File: config.mk
export PLATFORM = sky130hd
export DESIGN_NAME = minmax_update_ctrl
export DESIGN_NICKNAME = d
export VERILOG_FILES = /design/src/rtl/minmax_update_ctrl_pkg.sv /design/src/rtl/minmax_update_ctrl_classify.sv /design/src/rtl/minmax_update_ctrl.sv
export SDC_FILE = /design/constraint.sdc
export NUM_CORES = 1
export LEC_CHECK = 0
export ABC_AREA = 1
export CAP_MARGIN = 20
export CORE_MARGIN = 2
export CORE_UTILIZATION = 45
export CTS_BUF_LIST = sky130_fd_sc_hd__clkbuf_2
export DETAILED_ROUTE_END_ITERATION = 16
export PLACE_DENSITY = 0.69
export SETUP_SLACK_MARGIN = 0.5
export SKIP_LAST_GASP = 1
export SYNTH_ARGS = -nofsm -noshare
export SYNTH_HDL_FRONTEND = slang
export SYNTH_HIERARCHICAL = 1
export SYNTH_SLANG_ARGS = --single-unit
File: constraint.sdc
create_clock -name clk -period 4.6 [get_ports clk]
set_input_delay 1.38 -clock clk [delete_from_list [all_inputs] [get_ports clk]]
set_output_delay 1.38 -clock clk [all_outputs]
set_load 0.01 [all_outputs]
File: src/rtl/minmax_update_ctrl_pkg.sv
// Shared constants, empty-entry encoding and FSM state type for the min/max
// background memory controller.
package minmax_update_ctrl_pkg;

  localparam int NUM_BLOCKS = 4800;
  localparam int AW         = 13;
  localparam int DW         = 4;

  // An entry with min > max has never been learned.
  localparam logic [DW-1:0] EMPTY_MIN = {DW{1'b1}};
  localparam logic [DW-1:0] EMPTY_MAX = {DW{1'b0}};

  typedef enum logic [1:0] {
    INIT,
    RUN,
    DRAIN
  } state_t;

endpackage

File: src/rtl/minmax_update_ctrl_classify.sv
// Combinational motion classifier and min/max widening for one block value
// (module minmax_classify).
module minmax_classify
  import minmax_update_ctrl_pkg::*;
(
  input  logic [DW-1:0] val,
  input  logic [DW-1:0] thresh,
  input  logic [DW-1:0] min,
  input  logic [DW-1:0] max,
  output logic          motion,
  output logic [DW-1:0] new_min,
  output logic [DW-1:0] new_max
);

  logic          empty;
  logic [DW:0]   low_sum;
  logic [DW:0]   high_sum;

  // One extra bit keeps the tolerance sums from wrapping into false motion.
  always_comb begin
    empty    = (min > max);
    low_sum  = {1'b0, val} + {1'b0, thresh};
    high_sum = {1'b0, max} + {1'b0, thresh};
    motion   = !empty && ((low_sum < {1'b0, min}) || ({1'b0, val} > high_sum));
    if (empty) begin
      new_min = val;
      new_max = val;
    end else begin
      new_min = (val < min) ? val : min;
      new_max = (val > max) ? val : max;
    end
  end

endmodule

File: src/rtl/minmax_update_ctrl.sv
// Sweep sequencer and 3-stage read/classify/write-back pipeline for the
// per-block min/max memory. Optional motion counter under MOTION_COUNT_EN.
module minmax_update_ctrl
  import minmax_update_ctrl_pkg::*;
(
  input  logic          clk,
  input  logic          rst_n,
  input  logic          init_start,
  output logic          init_busy,
  input  logic          learn,
  input  logic [DW-1:0] thresh,
  input  logic          s_valid,
  output logic          s_ready,
  input  logic [AW-1:0] s_addr,
  input  logic [DW-1:0] s_val,
  output logic          m_valid,
  output logic [AW-1:0] m_addr,
  output logic          m_motion,
  output logic          mem_rea,
  output logic [AW-1:0] mem_addr_read,
  input  logic [DW-1:0] mem_dout_max,
  input  logic [DW-1:0] mem_dout_min,
  output logic          mem_wea,
  output logic [AW-1:0] mem_addr_write,
  output logic [DW-1:0] mem_din_max,
`ifdef MOTION_COUNT_EN
  output logic [AW-1:0] motion_count,
`endif
  output logic [DW-1:0] mem_din_min
);

  localparam logic [AW-1:0] LAST_ADDR = AW'(NUM_BLOCKS - 1);
  localparam logic [AW-1:0] NUM_ADDR  = AW'(NUM_BLOCKS);

  state_t        state, state_next;
  logic [AW-1:0] cnt;
  logic          accept, in_range;

  logic          s1_valid, s1_learn, s1_in_range;
  logic [AW-1:0] s1_addr;
  logic [DW-1:0] s1_val, s1_thresh;

  logic          prev_wea;
  logic [AW-1:0] prev_addr;
  logic [DW-1:0] prev_max, prev_min;

  logic [DW-1:0] fwd_max, fwd_min, new_max, new_min;
  logic          motion;

  assign accept        = s_valid && s_ready;
  assign in_range      = (s_addr < NUM_ADDR);
  assign mem_rea       = accept && in_range;
  assign mem_addr_read = mem_rea ? s_addr : '0;

  always_comb begin
    state_next = state;
    s_ready    = 1'b0;
    init_busy  = 1'b1;
    case (state)
      INIT:  if (!init_start && cnt == LAST_ADDR) state_next = RUN;
      RUN: begin
        s_ready   = 1'b1;
        init_busy = 1'b0;
        if (init_start) state_next = DRAIN;
      end
      DRAIN: if (!s1_valid && !m_valid) state_next = INIT;
      default: state_next = INIT;
    endcase
  end

  always_ff @(posedge clk or negedge rst_n) begin
    if (!rst_n) begin
      state <= INIT;
      cnt   <= '0;
    end else begin
      state <= state_next;
      if (state == INIT && !init_start && cnt != LAST_ADDR) cnt <= cnt + 1'b1;
      else cnt <= '0;
    end
  end

  always_ff @(posedge clk or negedge rst_n) begin
    if (!rst_n) begin
      s1_valid    <= 1'b0;
      s1_learn    <= 1'b0;
      s1_in_range <= 1'b0;
      s1_addr     <= '0;
      s1_val      <= '0;
      s1_thresh   <= '0;
    end else begin
      s1_valid <= accept;
      if (accept) begin
        s1_learn    <= learn;
        s1_in_range <= in_range;
        s1_addr     <= s_addr;
        s1_val      <= s_val;
        s1_thresh   <= thresh;
      end
    end
  end

  // The write issued this cycle is newer than the one issued last cycle,
  // which is newer than what the read-first memory returned.
  always_comb begin
    fwd_max = mem_dout_max;
    fwd_min = mem_dout_min;
    if (mem_wea && mem_addr_write == s1_addr) begin
      fwd_max = mem_din_max;
      fwd_min = mem_din_min;
    end else if (prev_wea && prev_addr == s1_addr) begin
      fwd_max = prev_max;
      fwd_min = prev_min;
    end
  end

  minmax_classify u_classify (
    .val     (s1_val),
    .thresh  (s1_thresh),
    .min     (fwd_min),
    .max     (fwd_max),
    .motion  (motion),
    .new_min (new_min),
    .new_max (new_max)
  );

  always_ff @(posedge clk or negedge rst_n) begin
    if (!rst_n) begin
      m_valid        <= 1'b0;
      m_addr         <= '0;
      m_motion       <= 1'b0;
      mem_wea        <= 1'b0;
      mem_addr_write <= '0;
      mem_din_max    <= '0;
      mem_din_min    <= '0;
      prev_wea       <= 1'b0;
      prev_addr      <= '0;
      prev_max       <= '0;
      prev_min       <= '0;
    end else begin
      prev_wea  <= mem_wea;
      prev_addr <= mem_addr_write;
      prev_max  <= mem_din_max;
      prev_min  <= mem_din_min;
      m_valid   <= s1_valid;
      if (s1_valid) begin
        m_addr   <= s1_addr;
        m_motion <= s1_in_range && motion;
      end
      if (state == INIT) begin
        mem_wea        <= 1'b1;
        mem_addr_write <= cnt;
        mem_din_max    <= EMPTY_MAX;
        mem_din_min    <= EMPTY_MIN;
      end else if (s1_valid && s1_learn && s1_in_range) begin
        mem_wea        <= 1'b1;
        mem_addr_write <= s1_addr;
        mem_din_max    <= new_max;
        mem_din_min    <= new_min;
      end else begin
        mem_wea <= 1'b0;
      end
    end
  end

`ifdef MOTION_COUNT_EN
  always_ff @(posedge clk or negedge rst_n) begin
    if (!rst_n) begin
      motion_count <= '0;
    end else if (state == DRAIN && state_next == INIT) begin
      motion_count <= '0;
    end else if (m_valid && m_motion && motion_count != NUM_ADDR) begin
      motion_count <= motion_count + 1'b1;
    end
  end
`endif

endmodule
* Word-level counts from Yosys, hierarchy flattened
Index checks and enable logic that the tools add are counted.
** Storage, ports and cells
- Logic and storage cells :: 81
- Bits in registers :: 98
- Output and inout port bits :: 53
- Input port bits :: 34
** Operators by class
- $lt $le $gt $ge :: 6
- Reductions and logical operators :: 20
- Add/subtract/negate cells :: 3
- Equal/unequal tests :: 9
- Mux-type cells :: 24
** Operators by type and width (number)
- two-way mux 13 bit :: 4
- two-way mux 4 bit :: 12
- == test 13 bit :: 2
- adder 13 x 1 -> 13 bit, second input constant :: 1
- == test 13 bit, second input constant :: 1
- < comparator 13 bit, second input constant :: 1
- != test 13 bit, second input constant :: 1
- logical AND 1 bit :: 12
- adder 4 x 4 -> 5 bit :: 2
- greater-than comparator 4 bit :: 2
- two-way mux 2 bit :: 3
- != test 2 bit, second input constant :: 3
- case mux 2 bit (3 select lines) :: 1
- greater-than comparator 4 x 5 -> 1 bit :: 1
- < comparator 5 x 4 -> 1 bit :: 1
- zero test 1 bit :: 4
- < comparator 4 bit :: 1
- two-way mux 1 bit :: 4
- AND reduction 3 bit :: 1
- == test 2 x 1 -> 1 bit, second input constant :: 1
- == test 2 bit, second input constant :: 1
- zero test 2 bit :: 1
- nonzero test 2 bit :: 1
- logical OR 1 bit :: 1

* Logic depth before layout (Yosys ltp)
- Depth after elaboration :: 9
- Gate-level depth with buffers :: 22
- Mapped depth without buffers :: 22

* Cells and area by module
Netlist, hierarchy kept.
** Modules (own cells, without submodules)
- minmax_update_ctrl :: cells each 551, seq. area each 2452.4 µm², area an instance 4529.3 µm², instances 1
- minmax_classify :: cells each 137, seq. area each 0.0 µm², area an instance 854.6 µm², instances 1

* Worst setup path before layout
OpenSTA, ideal clock, no wires.
- Kind :: input to output
- Start :: in s_addr[7]
- End :: out mem_rea
- Stages on the path :: 7
- Required time :: 3.220 ns
- Slack :: 1.143 ns
- Buffers on the path :: 0
- Data arrival time :: 2.077 ns
- Cells stage by stage :: inv_1 -> o21ai_0 -> nand2_1 -> nand2_1 -> nand2_1 -> nand2_1 -> inv_1
** On the way
- Cells in the longest elaborated chain, start to end :: 2
** Ends and longest elaborated chain
- start: declaration :: RTL line minmax_update_ctrl.sv:14 : input logic [AW-1:0] s_addr,
- < comparator 13 bit :: RTL line minmax_update_ctrl.sv:51 : assign in_range = (s_addr < NUM_ADDR);
- logical AND 1 bit :: RTL line minmax_update_ctrl.sv:52 : assign mem_rea = accept && in_range;
- end: declaration :: RTL line minmax_update_ctrl.sv:19 : output logic mem_rea,
No other way between the ends.

* Worst setup path after layout
- Start :: in s_addr[6]
- End :: out mem_addr_read[2]
** On the way
- Cells in the longest elaborated chain, start to end :: 3
** Ends and longest elaborated chain
- < comparator 13 bit :: RTL line minmax_update_ctrl.sv:51
- logical AND 1 bit :: RTL line minmax_update_ctrl.sv:52
- two-way mux 13 bit :: RTL line minmax_update_ctrl.sv:53 : assign mem_addr_read = mem_rea ? s_addr : '0;
- end: declaration :: RTL line minmax_update_ctrl.sv:20 : output logic [AW-1:0] mem_addr_read,
No other way between the ends.

==> results by group <==
Floorplan
  – # rows: 39
  – Die height: 113 um
  – Initial Utilization: 46.6%
  – Die area: 12900 um2
  – Io pins: 87
  – Placeable core area: 11600 um2
  – Die W: 113 um

Timing
  – Hold Fails Final Rpt: 0
  – Clock skew: around 0.047 ns
  – Max transition margin: 62.4%
  – RSZ-0062 raised after global routing: yes
  – Final setup viols: 0
  – Fin Setup TNS: 0 ns
  – Final max-slew violation count: 0
  – Min Hold Slack: 0.473 ns
  – Period utilisation layout: 87.8%
  – F_max: 248 MHz
  – Crit path time final: 4.04 ns
  – Worst-Margin Slew: 0.564 ns

Detailed routing
  – Routed wire length: 13800 um
  – Detailed Routing Iterations Pass 1: 5
  – Vias/cell: around 5.1
  – Post-route DRC: 0
  – Antenna Violating Nets Remaining: 0
  – Initial DRC count: 360
  – Via count: 4728
  – Avg WL per Cell: 14.8 um

Global routing
  – Met3 GRT Util: approximately 3.7%
  – Met2 global-route usage: around 38%
  – Vias in the first global route: approximately 4600
  – First-pass GRT wire length: 22700 um
  – Total track usage: about 22%
  – Largest net degree at the start of global routing: 42
  – Initial antenna violation count: 0
  – M1 GR Usage: 29.7%
  – Gr busiest metal: met2
  – Total grt overflow: 0

Cells and area
  – Post-Layout Cell Count: 929
  – Fraction of layout cells with a size suffix above 1: between 10 and 15%
  – Final design utilization: 55.9%
  – Final net count: 844
  – Fill cells: ~1100
  – Layout area overhead: 20.1%
  – Ant. Diodes: 0

Power
  – Total power: roughly 0.0014 W
  – Power density over cell area: ~210 nW/um2
  – Worst vdd ir: 0.000126 V
  – Leak pwr: between 3 and 4 nW

Worst setup path
  – CP required: 3.22 ns
  – Reg2Reg Launch Point: s1_addr[11]
  – Worst path buffer plus inverter count: 5
  – Worst stage delay on the critical path: 0.47 ns
  – Crit path max fanout: 7
  – Critical Path AT: 2.66 ns
  – Delay-heaviest family, CP: buffers and inverters
  – Worst Setup End Kind: output pin
  – Critical path class: primary input to output pin
  – Crit path from: s_addr[6]
  – Crit path max-delay cell type: clkdlybuf4s50_1
  – Cell chain of the critical path: clkdlybuf4s50_1 > inv_2 > o21ai_2 > nand2_1 > nand2_2 > buf_4 > buf_6 > a21oi_1 > buf_2
  – Worst setup SP type: primary input

Clocking
  – Hold buffer count at CTS: 0
  – CTS tree: done
  – Root Buffer: clkbuf_2
  – Clock buffer count from CTS: 9
  – Clock Latency Late Sink: about 0.6 ns
  – Level count of the clock H-tree: 3
  – Maximum root-to-sink buffer count: 2
  – TritonCTS Sinks: 98
  – Clk pin slew, worst setup/hold paths: between 0.2 and 0.3 ns

Yosys
  – Synth warn: 6
  – Synth unique cells: 31
  – Compound-cell area share of the yosys netlist: under 10%
  – Synth Area in Adders: 7.02%
  – Average size of a mapped cell: 7.83 um2
  – Simple-gate share of the synthesized area: 27.6%
  – Yosys reg bits: 98
  – Post-Syn Area: approximately 5400 um2
  – Xor/xnor share of the synthesized area: 2.77%
  – Mux share of post-synthesis cell area: 0%
  – Mapped Nets: 751
  – Mapped Cells: around 700
  – Largest family of logic cells by synthesized area: simple AND/OR/NAND/NOR gates
  – Post-synthesis sequential area ratio: 45.5%

Placement
  – DP Cell Count: around 900
  – Placer Congestion: 0.841
  – PortBufs: 86
  – DP HPWL: ~10000 um

Outcome
  – Outcome: completed

Job
  – Max cap viols: 0

Hold path
  – Min-delay worst type: flip-flop to flip-flop
  – Hold wc startpoint: mem_addr_write[3]
kinds of logic after synthesis:
group	after synthesis
AND/OR/NAND/NOR	344
buffers and inverters	113
flip-flops	98
AO/OA/AOI/OAI	87
adder cells (fa/ha/maj)	29
XOR/XNOR	17
stage by stage:
stage	instance area, um2	setup WS [ns]
5_1_grt	6460	0.491
6_report	6460	0.561
4_1_cts	6500	0.446
2_1_floorplan	5380	1.14
3_5_place_dp	6380	0.197
3_3_place_gp	6380	0.234
worst paths after layout:
check                              endpoint  slack (ns)  depth (start not counted)
min                            prev_addr[3]        0.47                          0
max reg2reg                        m_motion        1.14                         19
max in group asynchronous    mem_din_min[0]        3.08                          2
min reg2reg                    prev_addr[3]        0.47                          0
max                        mem_addr_read[2]        0.56                          9
min in group asynchronous         m_addr[0]        0.71                          1
Yosys cell counts:
| master | count | area, um2 |
|---|---|---|
| nand3_1 | 41 | 205 |
| o221ai_1 | 2 | 17.5 |
| o21a_1 | 1 | 7.51 |
| a21oi_4 | 1 | 16.3 |
| buf_6 | 3 | 33.8 |
| a21oi_1 | 28 | 140 |
| o21ai_1 | 13 | 65.1 |
| nor2_1 | 43 | 161 |
| nand4_1 | 5 | 31.3 |
| xnor2_1 | 9 | 78.8 |
| nor3_2 | 2 | 20.0 |
| buf_4 | 3 | 22.5 |
| inv_4 | 1 | 6.26 |
| nand3_2 | 3 | 30.0 |
| buf_2 | 2 | 10.0 |
| o21ai_0 | 41 | 205 |
| fa_1 | 2 | 40.0 |
| nand2_4 | 3 | 33.8 |
| nor3_1 | 2 | 10.0 |
| nand2_1 | 226 | 848 |
| dfrtp_1 | 98 | 2450 |
| ha_1 | 27 | 338 |
| nor2_2 | 9 | 56.3 |
| clkbuf_1 | 4 | 15.0 |
| inv_2 | 17 | 63.8 |
| xor2_1 | 8 | 70.1 |
| o22ai_1 | 1 | 6.26 |
| buf_1 | 2 | 7.51 |
| nand2_2 | 5 | 31.3 |
| inv_1 | 81 | 304 |
| nor2_4 | 5 | 56.3 |
final cells by class:
cell class	count	area, um2	share of cell area [%]
timing repair buffer	96	882	13.6
tap	143	179	2.77
inverter	99	379	5.86
clock inverter	6	41.3	0.639
sequential	98	2450	37.9
clock buffer	10	50.0	0.774
multi-input combinational	477	2480	38.4
report_power, final:
group / internal, W / switching (W) / total (W)
combinational: 0.0000537 / 0.0000721 / 0.000126
clock: 0.0000732 / 0.000291 / 0.000364
sequential: 0.000870 / 0.00000582 / 0.000876
layer usage:
layer,part of all wire [%],up-vias
met1,45,2263
met4,1.3,0
met3,3.7,14
met5,0,-
met2,50,102
li1,-,2349
repair_timing:
action	CTS	global route
gates resized for setup	33	19
pin swaps	1	3
setup buffers	2	1
endpoints found under the setup margin	14	12
flip-flops by register name, indices dropped and copies added (netlist names), 2 cells and up:
signal / cells
s1_val: 4
s1_addr: 13
mem_addr_write: 13
mem_din_max: 4
cnt: 13
prev_addr: 13
mem_din_min: 4
prev_min: 4
m_addr: 13
s1_thresh: 4
state: 2
prev_max: 4
cell usage in the layout, fill, tap and decap left out, types with 5 or more instances in the layout:
master           synthesis  routed
clkbuf_2                 0      16
o21ai_0                 41      40
inv_2                   17      18
nor2_4                   5       5
nor2_2                   9       9
o21ai_1                 13      13
clkdlybuf4s50_1          0      69
nand2_2                  5       7
a21oi_1                 28      27
nand4_1                  5       5
buf_4                    3      10
nand3_1                 41      41
xor2_1                   8       8
xnor2_1                  9       9
ha_1                    27      27
dfrtp_1                 98      98
inv_1                   81      79
nor2_1                  43      43
nand2_1                226     224
(Power assumes the default switching activity.)
==> variant 1 (config.mk and constraints unchanged) <==
Set the package constant `DW` to 3 (it was 4).
--- a/src/rtl/minmax_update_ctrl_pkg.sv
+++ b/src/rtl/minmax_update_ctrl_pkg.sv
@@ -6,3 +6,3 @@
   localparam int AW         = 13;
-  localparam int DW         = 4;
+  localparam int DW         = 3;
 
Ports: changed (6 resized); port bits go from 87 to 81. No check against the original RTL was run, so the function may have changed too.
==> variant 1 against the original RTL <==
Cell count decreased by 9.7%; routed wire length decreased by 15%; sequential cell count decreased by 6; die area decreased by 8.8%; core utilization about the same; combinational power decreased by 11%; total power decreased by 1.4%; register-to-register slack improved by 0.06 ns; fmax increased by 0.14%; synthesized area decreased by 9.2%; design area decreased by 7.5%; hold slack got worse by 0.015 ns; critical path depth decreased by 3; setup slack improved by 0.0055 ns; critical path type unchanged.
==> variant 1: results (changes against the original RTL) <==
Hold worst-path end: prev_min[0]$_DFF_PN0_
Post-CTS setup repair buffer count: 2 (unchanged)
Post_cts resized: 30 (-9.1%)
GPL Wtd Cong: 0.875 (+4.1%)
Crit Reg-Reg Endpoint: m_motion$_DFFE_PN0P_
Synth Net Count: 660 (-12%)
Commonest cells in the synthesized netlist: 181 x nand2_1, 92 x dfrtp_1, 74 x inv_1
Nets@finish: 747 (-11%)
Metal-1 WL: 5580 um (-11%)
Post-Place Setup Slack: 0.0431 ns (-0.154 ns)
R2r worst-path depth: 20 (+1)
Yosys cell types: 33 (+6.5%)
Max clock buf depth: 2 (unchanged)
CTS root buf: clkbuf_2
Drt via density: 4.90 (-3.7%)
Number of detailed-route iterations in the first pass: 4 (-1)
Final Skew: 0.0223 ns (-0.0246 ns)
Port bufs: 80 (-7.0%)
Worst Hold Launch: mem_din_min[0]$_DFFE_PN0P_
Worst flop-to-flop path startpoint: s1_addr[7]$_DFFE_PN0P_
H-tree Lvls: 3 (unchanged)
Total track usage: 0.210 (-0.0124)
First-pass GRT wire length: 18900 um (-17%)
Routed WL per cell: 14.0 um (-5.6%)
Synth warn: 6 (unchanged)
DR WL met2: 5360 um (-22%)
CP Data Arrival Time: 2.65 ns (about the same)
Status: complete, no violations
CTS clk-pin slew, worst paths: 0.25 ns (-0.03 ns)
WL met3: 620 um (+22%)
Reg2reg setup slack: 1.20 ns (+0.06 ns)
Fin. Hold Viols: 0 (unchanged)
Initial antenna violation count: 0 (unchanged)
Hold depth: 0 (unchanged)
Slew @ Worst Pin: 0.812 ns (+0.249 ns)
Worst vdd ir: 0.000152 V (+21%)
Int Pwr: 995 uW (-0.14%)
Crit path max fanout: 8 (+1)
P_leak: 3.01 nW (-9.0%)
Sequential fraction of the synthesis area: 0.471 (+0.0152)
Largest net degree at the start of global routing: 36 (-14%)
Vias in the first global route: 3847 (-17%)
Initial detailed-routing violation count: 167 (-54%)
Highest Signal Layer: met4
Main area contributors after synthesis: dfrtp_1 47%, nand2_1 14%, inv_1 5.7%, ha_1 5.4%, o21ai_0 5.0%
Grt total ovfl: 0 (unchanged)
Ratio of cells with drive above 1 in the final layout: 0.114 (+0.00249)
HPWL Detailed: 8860 um (-14%)
variant 1: cell types whose count changed after synthesis, moves of 3 or more:
| cell | before | now |
|---|---|---|
| o21ai_1 | 13 | 6 |
| nand3_1 | 41 | 35 |
| buf_2 | 2 | 6 |
| a21oi_1 | 28 | 25 |
| xor2_1 | 8 | 12 |
| buf_6 | 3 | 0 |
| ha_1 | 27 | 21 |
| nand2_1 | 226 | 181 |
| dfrtp_1 | 98 | 92 |
| inv_1 | 81 | 74 |
| inv_2 | 17 | 9 |
| o21ai_0 | 41 | 49 |
| xnor2_1 | 9 | 5 |
variant 1: kinds of logic (layout without fill, tap and decap cells):
kind of cell,Yosys count,count (layout),synth area share
buf+inv,97,189,0.0803
xor+xnor,17,17,0.0304
compound gates,83,83,0.0867
fa+ha+maj,23,23,0.0619
simple gates,295,295,0.270
flops,92,92,0.471
variant 1: power by group through the flow:
stage	Sequential [mW]	Clock, mW	Combinational, mW
2_1_floorplan	0.837	0	0.0507
3_3_place_gp	0.836	0	0.108
3_5_place_dp	0.837	0	0.112
4_1_cts	0.823	0.414	0.113
5_1_grt	0.825	0.445	0.126
6_report	0.823	0.412	0.112
variant 1: how the worst max path moves through the flow:
stage               cells after the start  slack, ns       start               end
global placement                        9       0.08   s_addr[7]  mem_addr_read[8]
finish                                  6       0.57  s_addr[11]  mem_addr_read[9]
detailed placement                      9       0.04   s_addr[7]  mem_addr_read[8]
global route                            6       0.49  s_addr[11]  mem_addr_read[9]
floorplan                               7       1.14   s_addr[7]           mem_rea
CTS                                    10       0.50   s_addr[8]  mem_addr_read[8]
variant 1: area by class of cell:
cell class	count	area (um2)
Timing Repair Buffer	90	848
Fill cell	1016	4720
Clock inverter	5	61.3
Tap cell	140	175
Clock buffer	11	55.1
Inverter	83	317
Sequential cell	92	2300
Multi-Input combinational cell	418	2220
variant 1: critical path, delay by kind of cell:
family / cells / cell delay [ns]
buffers and inverters: 3 / 0.90
AND/OR/NAND/NOR: 2 / 0.21
AO/OA/AOI/OAI: 1 / 0.17
variant 1: routing by layer:
layer  vias up  global-route usage
li1       2083                   -
met1      1923               0.302
met2        94               0.327
met3        14              0.0271
met4         0              0.0760
met5         -                   0
variant 1: metrics by stage:
| stage | hold slack, ns | cells | instance area, um2 | power [mW] | utilization |
|---|---|---|---|---|---|
| 6_report | 0.458 | 839 | 5980 | 1.35 | 0.559 |
| 5_1_grt | 0.461 | 839 | 5980 | 1.40 | 0.559 |
| 4_1_cts | 0.454 | 839 | 5980 | 1.35 | 0.559 |
| 3_5_place_dp | 0.419 | 821 | 5840 | 0.948 | 0.546 |
| 3_3_place_gp | 0.413 | 821 | 5840 | 0.944 | 0.546 |
| 2_1_floorplan | 0.391 | 607 | 4890 | 0.887 | - |
==> variant 2 (config.mk and constraints unchanged) <==
Made on the original files. Add an input register stage for `thresh`; this delays it by one clock. The other inputs are not delayed to match.
--- a/src/rtl/minmax_update_ctrl.sv
+++ b/src/rtl/minmax_update_ctrl.sv
@@ -33,2 +33,8 @@
   localparam logic [AW-1:0] NUM_ADDR  = AW'(NUM_BLOCKS);
+
+  logic [DW-1:0] thresh_q;
+
+  always_ff @(posedge clk) begin
+    thresh_q <= thresh;
+  end
 
@@ -96,3 +102,3 @@
         s1_val      <= s_val;
-        s1_thresh   <= thresh;
+        s1_thresh   <= thresh_q;
       end
Formal check against the unedited RTL: no difference found for any inputs over 10 cycles, from zero or initial values and one cycle with rst_n low; that may be too few to reach the edited logic, so the function may still have changed.
==> variant 2 against the original RTL <==
First-iteration DRC count shrank 29%; design area grew 2.5%; routed wire length shrank 4.0%; total power grew 3.7%; fmax grew 0.63%; register-to-register slack is essentially flat; synthesized area grew 1.3%; sequential cell count grew 4; count of clock-buffer cells in the layout grew 1; setup slack gained 0.025 ns; sequential power grew 4.2%; largest power group unchanged; highest routed layer unchanged.
==> variant 2: results (changes against the original RTL) <==
Max Transition Viols Final: 0 (unchanged)
Worst-Skew Late Latency: 0.60 ns
R2r worst-path depth: 19 (unchanged)
Worst flop-to-flop path startpoint: mem_addr_write[10]$_DFFE_PN0P_
GPL Wtd Cong: 0.892 (+6.1%)
Crit path max fanout: 8 (+1)
Sequential fraction of the synthesis area: 0.465 (+0.00904)
Worst Hold Launch: thresh_q[0]$_DFF_P_
Area after DPL: 0.00653 mm2 (+2.3%)
HPWL Detailed: 9950 um (-3.8%)
# diodes: 0 (unchanged)
First-pass GRT wire length: 21200 um (-6.5%)
Synth warn: 6 (unchanged)
Post-Place Setup Slack: 0.0522 ns (-0.145 ns)
Reg2reg setup slack: 1.14 ns (about the same)
P_leak: 3.46 nW (+4.5%)
Slew margin rel.: 0.546 (-0.0778)
Status: complete, no violations
Worst vdd ir: 0.000108 V (-14%)
Nets@finish: 851 (+0.83%)
Dpl cells: 922 (+1.3%)
Number of detailed-route iterations in the first pass: 5 (unchanged)
Port bufs: 86 (unchanged)
Yosys cell types: 32 (+3.2%)
Min-delay worst type: reg2reg
Total CTS buffers: 9 (unchanged)
Layout fillers: 1153 (+6.9%)
Max clock buf depth: 2 (unchanged)
Syn Inst Count: 690 (+0.29%)
Commonest cells in the synthesized netlist: 212 x nand2_1, 98 x dfrtp_1, 78 x inv_1
Initial detailed-routing violation count: 255 (-29%)
Total track usage: 0.208 (-0.0142)
CTS root buf: clkbuf_2
Final Skew: 0.0413 ns (-0.00556 ns)
Hold worst-path end: s1_thresh[0]$_DFFE_PN0P_
Routed vias: 4688 (-0.85%)
Main synth FF type: dfrtp_1
Post-synth ARST share: 0.961 (-0.0392)
Crit Reg-Reg Endpoint: m_motion$_DFFE_PN0P_
CP Data Arrival Time: 2.63 ns (-0.03 ns)
Largest net degree at the start of global routing: 55 (+31%)
Routed WL per cell: 14.1 um (-5.2%)
Main area contributors after synthesis: dfrtp_1 45%, nand2_1 15%, ha_1 6.2%, inv_1 5.4%, nand3_1 4.3%
Synth Net Count: 753 (+0.27%)
Vias in the first global route: 4329 (-6.7%)
Post-Synthesis Cell Area: 0.00545 mm2 (+1.3%)
CTS clk-pin slew, worst paths: 0.23 ns (-0.05 ns)
H-tree Lvls: 3 (unchanged)
Initial antenna violation count: 0 (unchanged)
Ratio of cells with drive above 1 in the final layout: 0.121 (+0.00910)
Hold depth: 2 (+2)
Drt total wl: 13200 um (-4.0%)
[variant 2: power by group]
group          switching (mW)  leakage (nW)  internal, mW
Sequential            0.00626          1.29         0.907
Clock                   0.295        0.0639        0.0775
Combinational          0.0726          2.10        0.0574
Total                   0.374          3.46          1.04
[variant 2: what timing repair did]
action,in CTS,in global routing
pin swaps,1,2
buffers inserted,1,1
resized for setup,59,12
endpoints found under the hold margin,0,0
endpoints found under the setup margin,14,13
[variant 2: logic make-up (layout without fill, tap and decap cells)]
logic type      count (synthesis)  after routing  synth area share
flops                         102            102             0.465
fa+ha+maj                      29             29            0.0693
compound gates                 91             91            0.0874
xor+xnor                       16             16            0.0257
simple gates                  343            343             0.274
buf+inv                       109            212            0.0794
[variant 2: how the worst max path moves through the flow]
stage / depth (start not counted) / end / slack [ns] / start
2_1_floorplan: 7 / mem_rea / 1.14 / s_addr[7]
3_3_place_gp: 9 / mem_addr_read[9] / 0.04 / s_addr[7]
3_5_place_dp: 11 / mem_addr_read[8] / 0.05 / s_addr[8]
4_1_cts: 11 / mem_addr_read[8] / 0.38 / s_addr[7]
5_1_grt: 7 / mem_addr_read[9] / 0.51 / s_addr[11]
6_report: 7 / mem_addr_read[9] / 0.59 / s_addr[11]
[variant 2: cell type report]
class                           instances  area share
Multi-Input combinational cell        479       0.379
Sequential cell                       102       0.382
Timing Repair Buffer                  102       0.144
Clock buffer                           11     0.00831
Inverter                               94      0.0536
Tap cell                              147      0.0278
Clock inverter                          5     0.00529
[variant 2: worst max-delay path: stages]
cell             delay [ns]
clkdlybuf4s50_1        0.47
nor2_1                 0.16
nand2_2                0.08
buf_6                  0.11
buf_8                  0.13
a21oi_4                0.15
buf_2                  0.15
[variant 2: routing by layer]
metal  GRT usage  part of all wire  up-vias
met5           0                 0        -
met4      0.0748             0.018        0
met2       0.331              0.46      109
met3      0.0365             0.051       16
li1            -                 -     2367
met1       0.289              0.47     2196
[variant 2: per-stage QoR]
step / hold slack (ns) / util
6_report: 0.441 / 0.556
5_1_grt: 0.459 / 0.556
2_1_floorplan: 0.391 / -
3_5_place_dp: 0.419 / 0.548
3_3_place_gp: 0.408 / 0.548
4_1_cts: 0.448 / 0.554
